`config.mk`:
```
export PLATFORM = sky130hd
export DESIGN_NAME = apb_requester_flat
export DESIGN_NICKNAME = d
export VERILOG_FILES = /design/src/rtl/apb_requester_if.sv /design/src/rtl/apb_requester.sv /design/src/flat_wrapper.sv
export SDC_FILE = /design/constraint.sdc
export NUM_CORES = 1
export LEC_CHECK = 0
export BUFFER_PORTS_ARGS = -buffer_cell sky130_fd_sc_hd__buf_2
export CORE_ASPECT_RATIO = 0.75
export CORE_MARGIN = 2
export CORE_UTILIZATION = 35
export CTS_CLUSTER_SIZE = 16
export DETAILED_ROUTE_END_ITERATION = 7
export PLACE_DENSITY = 0.71
export RECOVER_POWER = 25
export SYNTH_ARGS = -nofsm -noshare
export SYNTH_HDL_FRONTEND = slang
export SYNTH_SLANG_ARGS = --single-unit
export TNS_END_PERCENT = 100
```
`constraint.sdc`:
```
create_clock -name PCLK -period 4.6 [get_ports PCLK]
set_input_delay 0.46 -clock PCLK [delete_from_list [all_inputs] [get_ports PCLK]]
set_output_delay 0.46 -clock PCLK [all_outputs]
set_load 0.02 [all_outputs]
```
`src/rtl/apb_requester_if.sv`:
```
// Bundle of the command, response and APB3 signals around apb_requester.
// The master modport is the requester's view; the slave modport is the
// view of whatever sits around it (command source, response sink, completer).
interface apb_requester_if;
  // Command channel
  logic        cmd_valid;
  logic        cmd_ready;
  logic        cmd_write;
  logic [31:0] cmd_addr;
  logic [31:0] cmd_wdata;
  // Response channel
  logic        rsp_valid;
  logic        rsp_ready;
  logic [31:0] rsp_rdata;
  logic        rsp_err;
  logic        rsp_timeout;
  // APB3 bus
  logic        PSEL;
  logic        PENABLE;
  logic        PWRITE;
  logic [31:0] PADDR;
  logic [31:0] PWDATA;
  logic [31:0] PRDATA;
  logic        PREADY;
  logic        PSLVERR;

  modport master (
    input  cmd_valid, cmd_write, cmd_addr, cmd_wdata,
    output cmd_ready,
    output rsp_valid, rsp_rdata, rsp_err, rsp_timeout,
    input  rsp_ready,
    output PSEL, PENABLE, PWRITE, PADDR, PWDATA,
    input  PRDATA, PREADY, PSLVERR
  );

  modport slave (
    output cmd_valid, cmd_write, cmd_addr, cmd_wdata,
    input  cmd_ready,
    input  rsp_valid, rsp_rdata, rsp_err, rsp_timeout,
    output rsp_ready,
    input  PSEL, PENABLE, PWRITE, PADDR, PWDATA,
    output PRDATA, PREADY, PSLVERR
  );
endinterface

```
`src/rtl/apb_requester.sv`:
```
// APB3 requester: turns one command at a time into an APB3 transfer and
// returns the completer's answer (or a timeout abort) as a response.
//
// Handshakes: a beat moves on a rising PCLK edge where valid and ready are
// both 1. A source keeps valid high and its payload stable until that edge;
// ready never depends combinationally on valid. cmd_ready is 1 only in
// IDLE; rsp_valid is 1 only in RESP, with the rsp_* fields held stable there.
module apb_requester #(
  parameter int TIMEOUT = 16
) (
  input  logic            PCLK,
  input  logic            PRESET,
  apb_requester_if.master bus,
  output logic [1:0]      state_o
);

  localparam logic [1:0] S_IDLE   = 2'd0;
  localparam logic [1:0] S_SETUP  = 2'd1;
  localparam logic [1:0] S_ACCESS = 2'd2;
  localparam logic [1:0] S_RESP   = 2'd3;

  // Wait counter counts ACCESS edges seen with PREADY low.
  localparam int             CW         = (TIMEOUT > 0) ? $clog2(TIMEOUT + 1) : 1;
  localparam bit             TIMEOUT_EN = (TIMEOUT > 0);
  localparam logic [CW-1:0]  CNT_MAX    = {CW{1'b1}};
  localparam logic [CW-1:0]  CNT_LAST   = TIMEOUT_EN ? CW'(TIMEOUT - 1) : '0;

  logic [1:0]    state_q, state_d;
  logic [CW-1:0] cnt_q, cnt_d;
  logic          pwrite_q, pwrite_d;
  logic [31:0]   paddr_q, paddr_d;
  logic [31:0]   pwdata_q, pwdata_d;
  logic [31:0]   rdata_q, rdata_d;
  logic          err_q, err_d;
  logic          to_q, to_d;

  // Next-state, bus capture and response capture.
  always_comb begin
    state_d  = state_q;
    cnt_d    = cnt_q;
    pwrite_d = pwrite_q;
    paddr_d  = paddr_q;
    pwdata_d = pwdata_q;
    rdata_d  = rdata_q;
    err_d    = err_q;
    to_d     = to_q;
    case (state_q)
      S_IDLE: begin
        if (bus.cmd_valid) begin
          state_d  = S_SETUP;
          pwrite_d = bus.cmd_write;
          paddr_d  = bus.cmd_addr;
          pwdata_d = bus.cmd_wdata;
        end
      end
      S_SETUP: begin
        state_d = S_ACCESS;
        cnt_d   = '0;
      end
      S_ACCESS: begin
        if (bus.PREADY) begin
          // Completion wins over a timeout landing on the same edge.
          state_d = S_RESP;
          rdata_d = pwrite_q ? 32'h0 : bus.PRDATA;
          err_d   = bus.PSLVERR;
          to_d    = 1'b0;
        end else if (TIMEOUT_EN && (cnt_q == CNT_LAST)) begin
          state_d = S_RESP;
          rdata_d = 32'h0;
          err_d   = 1'b1;
          to_d    = 1'b1;
        end else if (cnt_q != CNT_MAX) begin
          cnt_d = cnt_q + 1'b1;
        end
      end
      S_RESP: begin
        if (bus.rsp_ready) begin
          state_d = S_IDLE;
        end
      end
      default: begin
        state_d = S_IDLE;
      end
    endcase
  end

  // State registers; reset abandons any transfer in flight.
  always_ff @(posedge PCLK) begin
    if (PRESET) begin
      state_q  <= S_IDLE;
      cnt_q    <= '0;
      pwrite_q <= 1'b0;
      paddr_q  <= 32'h0;
      pwdata_q <= 32'h0;
      rdata_q  <= 32'h0;
      err_q    <= 1'b0;
      to_q     <= 1'b0;
    end else begin
      state_q  <= state_d;
      cnt_q    <= cnt_d;
      pwrite_q <= pwrite_d;
      paddr_q  <= paddr_d;
      pwdata_q <= pwdata_d;
      rdata_q  <= rdata_d;
      err_q    <= err_d;
      to_q     <= to_d;
    end
  end

  // Control outputs decode straight from the state register.
  assign bus.cmd_ready   = (state_q == S_IDLE);
  assign bus.PSEL        = (state_q == S_SETUP) || (state_q == S_ACCESS);
  assign bus.PENABLE     = (state_q == S_ACCESS);
  assign bus.PWRITE      = pwrite_q;
  assign bus.PADDR       = paddr_q;
  assign bus.PWDATA      = pwdata_q;
  assign bus.rsp_valid   = (state_q == S_RESP);
  assign bus.rsp_rdata   = rdata_q;
  assign bus.rsp_err     = err_q;
  assign bus.rsp_timeout = to_q;
  assign state_o         = state_q;

endmodule

```
`src/flat_wrapper.sv`:
```
// flat-port wrapper written by rule: the top's interface ports become plain ports
module apb_requester_flat 
#(
  parameter int TIMEOUT = 16
)
  (PCLK, PRESET, state_o, bus_cmd_valid, bus_cmd_write, bus_cmd_addr, bus_cmd_wdata, bus_cmd_ready, bus_rsp_valid, bus_rsp_rdata, bus_rsp_err, bus_rsp_timeout, bus_rsp_ready, bus_PSEL, bus_PENABLE, bus_PWRITE, bus_PADDR, bus_PWDATA, bus_PRDATA, bus_PREADY, bus_PSLVERR);
  apb_requester_if bus_i ();
  input  logic PCLK;
  input  logic PRESET;
  output logic [1:0] state_o;
  input wire logic [$bits(bus_i.cmd_valid)-1:0] bus_cmd_valid;
  input wire logic [$bits(bus_i.cmd_write)-1:0] bus_cmd_write;
  input wire logic [$bits(bus_i.cmd_addr)-1:0] bus_cmd_addr;
  input wire logic [$bits(bus_i.cmd_wdata)-1:0] bus_cmd_wdata;
  output wire logic [$bits(bus_i.cmd_ready)-1:0] bus_cmd_ready;
  output wire logic [$bits(bus_i.rsp_valid)-1:0] bus_rsp_valid;
  output wire logic [$bits(bus_i.rsp_rdata)-1:0] bus_rsp_rdata;
  output wire logic [$bits(bus_i.rsp_err)-1:0] bus_rsp_err;
  output wire logic [$bits(bus_i.rsp_timeout)-1:0] bus_rsp_timeout;
  input wire logic [$bits(bus_i.rsp_ready)-1:0] bus_rsp_ready;
  output wire logic [$bits(bus_i.PSEL)-1:0] bus_PSEL;
  output wire logic [$bits(bus_i.PENABLE)-1:0] bus_PENABLE;
  output wire logic [$bits(bus_i.PWRITE)-1:0] bus_PWRITE;
  output wire logic [$bits(bus_i.PADDR)-1:0] bus_PADDR;
  output wire logic [$bits(bus_i.PWDATA)-1:0] bus_PWDATA;
  input wire logic [$bits(bus_i.PRDATA)-1:0] bus_PRDATA;
  input wire logic [$bits(bus_i.PREADY)-1:0] bus_PREADY;
  input wire logic [$bits(bus_i.PSLVERR)-1:0] bus_PSLVERR;
  assign bus_i.cmd_valid = bus_cmd_valid;
  assign bus_i.cmd_write = bus_cmd_write;
  assign bus_i.cmd_addr = bus_cmd_addr;
  assign bus_i.cmd_wdata = bus_cmd_wdata;
  assign bus_cmd_ready = bus_i.cmd_ready;
  assign bus_rsp_valid = bus_i.rsp_valid;
  assign bus_rsp_rdata = bus_i.rsp_rdata;
  assign bus_rsp_err = bus_i.rsp_err;
  assign bus_rsp_timeout = bus_i.rsp_timeout;
  assign bus_i.rsp_ready = bus_rsp_ready;
  assign bus_PSEL = bus_i.PSEL;
  assign bus_PENABLE = bus_i.PENABLE;
  assign bus_PWRITE = bus_i.PWRITE;
  assign bus_PADDR = bus_i.PADDR;
  assign bus_PWDATA = bus_i.PWDATA;
  assign bus_i.PRDATA = bus_PRDATA;
  assign bus_i.PREADY = bus_PREADY;
  assign bus_i.PSLVERR = bus_PSLVERR;
  apb_requester #(.TIMEOUT(TIMEOUT)) u_core (.PCLK(PCLK), .PRESET(PRESET), .bus(bus_i), .state_o(state_o));
endmodule
```
==> flow_summary.yaml <==
setup_path:
  path_max_fanout: 33
  reg2reg_from: "u_core.cnt_q[0]$_SDFFE_PP0P_"
  rr_worst_depth: 6
  worstPathRequired_ns: 4.85
  r2r-end: "u_core.bus.rsp_rdata[15]$_SDFFE_PP0P_"
  cp-start-kind: "register"
  rrSetupSlack_ns: 2.16
  cp-end-kind: "register"
  criticalPathCategory: "reg -> reg"
  arrival_ns: 2.69
  crit_start: "u_core.cnt_q[0]$_SDFFE_PP0P_"
detailed_routing:
  vias: 3923
  via_per_inst: 4.82
  totalWireLength_um: 11000
  first_iter_violations: 176
  wl_per_cell_um: 13.5
  drtPass1Iterations: 4
  drc: 0
  ant_nets: 0
power:
  power.internal_uw: 1840
  switching_share_pct: 34.7
  leakage_uw: 0.00225
  seq_power_share_pct: 39.4
  finalPower_uw: 2820
  p_comb_share_pct: 30.0
  clockPowerShare_pct: 30.7
  power_density_nw_per_um2: 534
  ir_drop_mv: 0.199
  p_switching_uw: 977
clock_tree:
  root_buffer: "clkbuf_16"
  path_clk_slew_ns: 0.07
  post_cts.repair.setup_buffers: 0
  cts_sinks: 106
  cts_htree_levels: 3
  ctsResizeCount: 0
  cts_buffers: 9
  cts_tree: "done"
  clkLatencyLatePin_ns: 0.33
  clk_path_buf_depth: 2
  cts_hold_buf: 0
sta:
  slew_violations: 0
  period_needed_ns: 2.44
  max_freq_mhz: 410
  worst_slew_pin_slew_ns: 1.35
  clock_skew_ns: 0.00662
  setup_violations: 0
  hold_viol: 0
  tns_ns: 0
  slew_headroom_pct: 9.72
  rsz0062_at_grt: "false"
  fin_crit_sh_pct: 53.1
  fin_ws_ns: 2.16
final_layout:
  n_antenna_cell: 0
  area_growth_pct: 35.6
  final_common_cell: "nand2_1"
  layout_common_cells: "nand2_1, buf_2, dfxtp_1"
  stdcell_count: 814
  design_area_um2: 5280
  nNetsFinal: 781
  fillers: 1103
  drive_gt1_share_pct: 26.6
synth:
  synth-edff-count: 0
  synth_warnings: 0
  syn_area_um2: 3890
  syn-num-nets: 596
  yosysSeqAreaShare_pct: 54.6
  synth_cell_types: 28
  synth_cells: 485
  synthArstFlopShare_pct: 0
  syn_area_per_cell_um2: 8.02
  synth_flop_cell: "dfxtp_1"
  synth_top_cell_by_area: "dfxtp_1"
  synth_area_leaders: "dfxtp_1, nand2_1, a21oi_1"
  netlist.area_leader.share_pct: 54.6
  ys_ff_latch: 106
placed_design:
  dpl.hpwl_um: 7830
  gp_congestion: 0.829
  placed_area_um2: 5000
  dp_slack_ns: 2.17
  io_buffers: 207
  dp.cells: 799
min_path:
  hold_path_class: "in -> reg"
  hp-start: "bus_cmd_addr[0]"
  hold-path-endpoint: "u_core.bus.PADDR[0]$_SDFFE_PP0P_"
  hold_depth: 3
global_routing:
  grt.total_usage_pct: 17.3
  grt_pass1_wl_um: 16800
  grt_pass1_vias: 3527
  antenna_found_initial: 0
  grt_max_degree: 105
  overflow: 0
die:
  start_util_pct: 35.8
  rows: 33
  design.die.area_um2: 12000
  die_w_um: 126
  die-height_um: 95.3
  ios: 208
  core_area_um2: 10900
flow_run:
  drv_cap: 0
run_status:
  status: "completed"
-- power by group through the flow --
stage                     clock (µW)  combinational, µW  sequential (µW)
after floorplan                    0                431             1280
final                            864                845             1110
after global placement             0                850             1120
after CTS                        888                870             1110
after global routing             926                933             1130
after detailed placement           0                869             1130
-- cell type report --
| cell class | count | area, µm² | share of cell area, % |
|---|---|---|---|
| Sequential cell | 106 | 2120 | 40.2 |
| Multi-Input combinational cell | 338 | 1620 | 30.7 |
| Clock buffer | 10 | 239 | 4.53 |
| Inverter | 5 | 18.8 | 0.356 |
| Tap cell | 140 | 175 | 3.32 |
| Clock inverter | 5 | 103 | 1.94 |
| Timing Repair Buffer | 210 | 996 | 18.9 |
-- metrics by stage --
stage          utilization, %  hold WS [ns]
4_1_cts                  49.2         0.342
6_report                 48.6         0.358
3_5_place_dp             46.0         0.443
5_1_grt                  48.6         0.346
3_3_place_gp             46.0         0.437
2_1_floorplan               -         0.454
-- cell families after synthesis --
family,after synthesis,synth area share [%]
AOI/OAI and AO/OA,110,14.8
adders and majority gates,8,2.57
buffers and inverters,41,3.99
DFF,106,54.6
muxes,1,0.257
and+or+nand+nor,219,23.8
-- state kept, by name (all words and copies together) (netlist names) --
| name | cells |
|---|---|
| u_core.state_o | 2 |
| u_core.bus.rsp_err | 1 |
| u_core.cnt_q | 5 |
| u_core.bus.rsp_rdata | 32 |
| u_core.bus.rsp_timeout | 1 |
| u_core.bus.PWRITE | 1 |
| u_core.bus.PADDR | 32 |
| u_core.bus.PWDATA | 32 |
-- routing by layer --
metal / up-vias / share of wire [%] / track usage, %
met5: - / 0 / 0
met4: 0 / 1.6 / 6.39
met3: 14 / 8.5 / 6.00
met2: 157 / 46 / 28.3
met1: 1783 / 44 / 21.4
li1: 1969 / - / -
-- worst max-delay path, stage by stage (launching register included) --
cell and delay (ns):
dfxtp_1 0.36, ha_1 0.18, and3_1 0.20, ha_1 0.29
o21a_1 0.94, nand3_1 0.17, a21oi_1 0.21
-- worst max-delay path by stage --
stage / end / slack [ns]
final: u_core.bus.rsp_rdata[15]$_SDFFE_PP0P_ / 2.16
after floorplan: u_core.cnt_q[2]$_SDFFE_PP0P_ / 2.54
after CTS: u_core.bus.rsp_rdata[11]$_SDFFE_PP0P_ / 2.15
after global placement: u_core.bus.rsp_rdata[16]$_SDFFE_PP0P_ / 2.35
after global routing: u_core.bus.rsp_rdata[11]$_SDFFE_PP0P_ / 1.92
after detailed placement: u_core.bus.rsp_rdata[11]$_SDFFE_PP0P_ / 2.17
-- Yosys cell counts (all sizes together) (3+ instances only) --
cell and count:
nor2b 4, clkbuf 32, dfxtp 106, a21oi 101, nand2 165, inv 5
buf 4, ha 8, nand2b 3, nand3 36
Power figures use the tool's default switching activity.
